--- config.mk ---
export PLATFORM = sky130hd
export DESIGN_NAME = systolic_skew_feeder
export DESIGN_NICKNAME = d
export VERILOG_FILES = /design/src/rtl/systolic_skew_feeder.sv
export SDC_FILE = /design/constraint.sdc
export NUM_CORES = 1
export LEC_CHECK = 0
export BUFFER_PORTS_ARGS = -buffer_cell sky130_fd_sc_hd__buf_2
export CELL_PAD_IN_SITES_DETAIL_PLACEMENT = 1
export CELL_PAD_IN_SITES_GLOBAL_PLACEMENT = 1
export CORE_MARGIN = 2
export CORE_UTILIZATION = 42
export DETAILED_ROUTE_END_ITERATION = 8
export PLACE_DENSITY = 0.78
export SYNTH_ARGS = -nofsm -noshare
export SYNTH_HDL_FRONTEND = slang
export SYNTH_SLANG_ARGS = --single-unit
export TNS_END_PERCENT = 30
--- constraint.sdc ---
create_clock -name clk -period 2.45 [get_ports clk]
set_input_delay 0.245 -clock clk [delete_from_list [all_inputs] [get_ports clk]]
set_output_delay 0.245 -clock clk [all_outputs]
set_load 0.02 [all_outputs]
--- src/rtl/systolic_skew_feeder.sv ---
// Splits each accepted 64-bit word into LANES elements and delays lane i by i
// cycles, producing a diagonal wavefront for the systolic array rows.
module systolic_skew_feeder #(
    parameter int unsigned LANES  = 4,
    parameter int unsigned LANE_W = 16,
    parameter int unsigned LEN_W  = 8
) (
    input  logic               clk,
    input  logic               rst,
    input  logic               start,
    input  logic [LEN_W-1:0]   tile_len,
    input  logic [63:0]        in_data,
    input  logic               in_valid,
    output logic               in_ready,
    output logic [63:0]        row_data,
    output logic [LANES-1:0]   row_valid,
    output logic               busy,
    output logic               done
);

    localparam int unsigned DW = (LANES > 1) ? $clog2(LANES) : 1;

    typedef enum logic [1:0] {
        IDLE,
        STREAM,
        DRAIN,
        DONE
    } state_t;

    state_t           r_state;
    state_t           w_next;
    logic [LEN_W-1:0] r_len;
    logic [LEN_W-1:0] r_cnt;
    logic [LEN_W-1:0] w_cnt_inc;
    logic [DW-1:0]    r_drain;
    logic             w_accept;
    logic             w_last_acc;
    logic             w_drain_end;

    if (LANES * LANE_W != 64) begin : g_bad_cfg
        $error("LANES*LANE_W must equal 64");
    end

    assign w_accept    = in_valid && (r_state == STREAM);
    assign w_cnt_inc   = r_cnt + 1'b1;
    assign w_last_acc  = w_accept && (w_cnt_inc == r_len);
    assign w_drain_end = (r_drain == DW'(LANES - 1));

    assign in_ready = (r_state == STREAM);
    assign busy     = (r_state != IDLE);
    assign done     = (r_state == DONE);

    always_ff @(posedge clk or negedge rst) begin
        if (!rst) begin
            r_state <= IDLE;
        end else begin
            r_state <= w_next;
        end
    end

    always_comb begin
        w_next = r_state;
        case (r_state)
            IDLE:    if (start) w_next = (tile_len == '0) ? DONE : STREAM;
            STREAM:  if (w_last_acc) w_next = DRAIN;
            DRAIN:   if (w_drain_end) w_next = DONE;
            DONE:    w_next = IDLE;
            default: w_next = IDLE;
        endcase
    end

    always_ff @(posedge clk or negedge rst) begin
        if (!rst) begin
            r_len   <= '0;
            r_cnt   <= '0;
            r_drain <= '0;
        end else begin
            if ((r_state == IDLE) && start) begin
                r_len <= tile_len;
                r_cnt <= '0;
            end else if (w_accept) begin
                r_cnt <= w_cnt_inc;
            end
            if (r_state == DRAIN) begin
                r_drain <= r_drain + 1'b1;
            end else begin
                r_drain <= '0;
            end
        end
    end

    // Non-accept cycles inject {0,0}, so bubbles reach the outputs already zeroed.
    for (genvar g = 0; g < LANES; g++) begin : g_lane
        logic              w_ent_v;
        logic [LANE_W-1:0] w_ent_d;
        logic              w_tail_v;
        logic [LANE_W-1:0] w_tail_d;
        logic              r_out_v;
        logic [LANE_W-1:0] r_out_d;

        assign w_ent_v = w_accept;
        assign w_ent_d = w_accept ? in_data[g*LANE_W +: LANE_W] : '0;

        if (g == 0) begin : g_direct
            assign w_tail_v = w_ent_v;
            assign w_tail_d = w_ent_d;
        end else begin : g_delay
            logic              r_dv [g];
            logic [LANE_W-1:0] r_dd [g];

            always_ff @(posedge clk or negedge rst) begin
                if (!rst) begin
                    for (int unsigned j = 0; j < g; j++) begin
                        r_dv[j] <= 1'b0;
                        r_dd[j] <= '0;
                    end
                end else begin
                    r_dv[0] <= w_ent_v;
                    r_dd[0] <= w_ent_d;
                    for (int unsigned j = 1; j < g; j++) begin
                        r_dv[j] <= r_dv[j-1];
                        r_dd[j] <= r_dd[j-1];
                    end
                end
            end

            assign w_tail_v = r_dv[g-1];
            assign w_tail_d = r_dd[g-1];
        end

        always_ff @(posedge clk or negedge rst) begin
            if (!rst) begin
                r_out_v <= 1'b0;
                r_out_d <= '0;
            end else begin
                r_out_v <= w_tail_v;
                r_out_d <= w_tail_v ? w_tail_d : '0;
            end
        end

        assign row_valid[g]                 = r_out_v;
        assign row_data[g*LANE_W +: LANE_W] = r_out_d;
    end

endmodule

==> key figures <==
Synth
  • Syn avg cell area: between 10 and 15 sq um
  • Mapped cell area: roughly 6100 sq um
  • Post-synthesis sequential area ratio: roughly 76%
  • Synth Net Count: 510
  • Ys Warns: 0
  • Mapped Cells: ~430
  • Post-synth cell types: 32
  • Post-synthesis register bit count: about 180

Worst setup path
  • Crit-path max FO: 6
  • CP endpoint kind: flop
  • Reg-to-reg slack, setup: about 0.15 ns
  • Cell Chain, Critical Path: ha_1 > and3_1 > and3_2 > a311o_1 > a2111oi_2 > a31oi_1 > mux2i_1
  • Top delay family on crit path: compound AO/OA/AOI/OAI gates
  • Worst path depth: 7
  • Worst setup path startpoint: r_cnt[0]
  • R2R depth: 7
  • Kind of critical path: flop to flop
  • Worst Path Arrival: approximately 2.6 ns
  • Crit start category: flop
  • Slowest Stage Delay on Critical Path: around 0.44 ns
  • Worst setup path endpoint: r_state[0]
  • Required time worst endpoint: around 2.7 ns
  • R2R Path End: r_state[0]
  • Slowest CP cell: dfrtp_1
  • Reg2reg start: r_cnt[0]
  • Worst path bufs/invs: 0

Placed design
  • Placement Cell Area: between 6000 and 7000 sq um
  • Post-DP HPWL: slightly above 9 mm
  • PortBufs: about 150
  • Placer Congestion: ~0.86

Clock network
  • Clock transition at the registers of the reported paths: 0.06 ns
  • TritonCTS clock tree: yes
  • Max H-tree Level: 4
  • Clk_lat worst skew: about 0.42 ns
  • Root Driver: clkbuf_16
  • Max clock buf depth: 2
  • CTS Sinks: around 180
  • Num CTS Buffers: 17
  • Post-cts sizing count: 0

GRT
  • Number of global-route vias before repair: 4,083
  • Met2 Track Usage GR: about 33%
  • GR peak layer: met2
  • Initial antenna violation count: 0
  • GRT met3 Usage: 3.114%
  • Pin count of the biggest net entering global routing: 82
  • Met1 usage: between 20% and 30%
  • Congestion Overflow GR: 0
  • GRT Total Usage: 19.17%
  • First-pass GRT wire length: roughly 22 mm

STA
  • RSZ-0062 raised after global routing: false
  • Slew Limit Fails: 0
  • Fmax: ~0.43 GHz
  • Post-route clock skew: around 0.0083 ns
  • Final period util: 93.93%
  • Slew HR: a little under three fifths
  • Worst hold margin: approximately 0.034 ns
  • Tightest Pin Transition: ~0.65 ns
  • Period minus WS final: roughly 2.3 ns
  • Final setup fails: 0
  • Setup TNS: 0 ns
  • Final hold vios: 0

Layout
  • Fin nets: around 660
  • Finished Core Util: between 50% and 60%
  • Share of layout cells above drive strength 1: 32.26%
  • Post-layout instance area: between 7000 and 8000 sq um
  • Area Growth Syn to Fin: 25.54%
  • Commonest non-fill, non-tap cell in the layout: dfrtp_1
  • Most frequent cells in the layout: dfrtp_1 (184), buf_2 (145), and3_1 (65)
  • N_diodes: 0

Power
  • Power density over cell area: slightly above 1000 nW/um^2
  • Max VDD drop: about 0.00054 V
  • LEAKAGE: roughly 4.3 nW

Drt
  • DR vias/cell: around 4.8
  • ANT nets after route: 0
  • Residual DRC: 0
  • Avg WL per Cell: between 15 and 20 microns
  • Vias: approximately 3,700
  • DRT Pass-1 Iters: 4
  • Total Wirelength: 13.73 mm
  • Drt first-iter violations: roughly 160

Hold path
  • Tightest Hold Check Type: primary input to flop

Die
  • Initial Utilization: between 40% and 50%
  • IO Count: 147
  • Die Ht: 124.1 microns
  • Die width: about 120 microns
  • Std cell rows: 43
  • Die ar.: ~15,000 sq um
  • Total core area: 13,990 sq um

Run status
  • Outcome: finished clean

Run
  • Maxcap violations: 0
## worst min-delay path by stage
stage / startpoint / endpoint / slack, ns / depth (start not counted)
detailed placement: rst / g_lane[2].r_out_d[4] / 0.32 / 1
global placement: rst / g_lane[2].r_out_d[7] / 0.30 / 1
global route: tile_len[3] / r_len[3] / 0.04 / 3
CTS: tile_len[5] / r_len[5] / 0.02 / 3
floorplan: rst / g_lane[0].r_out_d[0] / -0.05 / 0
finish: tile_len[5] / r_len[5] / 0.03 / 3
## layout make-up
class | instances | area [sq um]
fill | 1439 | 6387
timing repair buffer | 153 | 807.0
clock inverter | 13 | 160.2
clock buffer | 19 | 452.9
multi-input combinational | 213 | 1325
sequential | 184 | 4604
inverter | 7 | 26.28
tap | 180 | 225.2
## through the flow
stage / power [mW] / setup WS [ns] / std cells
2_1_floorplan: 4.590 / 0.3274 / 427
3_3_place_gp: 5.002 / 0.2023 / 736
3_5_place_dp: 5.121 / 0.1782 / 736
4_1_cts: 7.953 / 0.1536 / 769
5_1_grt: 8.244 / 0.03840 / 769
6_report: 7.827 / 0.1486 / 769
## flip-flops by register name, summed over array words and instances, names as in the netlist
signal and cells:
g_lane.g_delay.r_dd 64, g_lane.g_delay.r_dv 1, g_lane.r_out_d 64, g_lane.r_out_v 2, g_lane.w_tail_d 32, g_lane.w_tail_v 1
r_cnt 8, r_drain 2, r_len 8, r_state 2
## what timing repair did
action / in CTS / in global routing
hold buffers: 1 / 0
hold endpoints to repair: 77 / 0
buffers inserted: 0 / 0
## synth_stat cells, drive strengths merged
master / count / area share [%]
nor4: 2 / 0.21
inv: 7 / 0.43
nor2b: 2 / 0.21
mux2i: 2 / 0.33
nand4b: 1 / 0.14
o22ai: 1 / 0.10
and3: 66 / 6.8
or2: 1 / 0.14
clkbuf: 19 / 1.2
xor2: 7 / 1.0
a21oi: 3 / 0.25
or3: 2 / 0.21
a2111oi: 1 / 0.25
o221ai: 1 / 0.14
nor2: 10 / 0.62
a31oi: 2 / 0.21
ha: 7 / 1.4
xnor2: 7 / 1.0
dfrtp: 184 / 76
a211oi: 1 / 0.12
nand4: 1 / 0.10
nor3: 3 / 0.25
and2: 50 / 5.2
nor3b: 1 / 0.12
nand2: 33 / 2.0
buf: 4 / 0.50
nand3: 1 / 0.17
o21ai: 7 / 0.58
a311o: 1 / 0.17
## logic make-up (layout without fill, tap and decap cells)
group,after synthesis,after routing,synth area share (%)
flops,184,184,76.05
simple gates,173,173,16.22
buf+inv,30,192,2.108
compound gates,17,17,1.818
xor+xnor,14,14,2.025
fa+ha+maj,7,7,1.447
mux,2,2,0.3307
## worst register-to-register path: cells and delay by family (launching register included)
family                   cells  cell delay [ns]
AO/OA/AOI/OAI                3             0.85
adder cells (fa/ha/maj)      1             0.29
flip-flops                   1             0.44
multiplexers                 1             0.16
AND/OR/NAND/NOR              2             0.44
## metal layers
| metal | up-vias | share of wire [%] |
|---|---|---|
| met3 | 18 | 4.7 |
| met1 | 1871 | 42 |
| met4 | 0 | 1.6 |
| met5 | - | 0 |
| met2 | 109 | 52 |
| li1 | 1686 | - |
## report_power, final
group	leakage, nW	switching (mW)	internal, mW	total (mW)
sequential	2.51	0.280	3.49	3.77
combinational	1.51	0.813	0.465	1.28
clock	0.301	1.18	1.59	2.78
(Power assumes the default switching activity.)
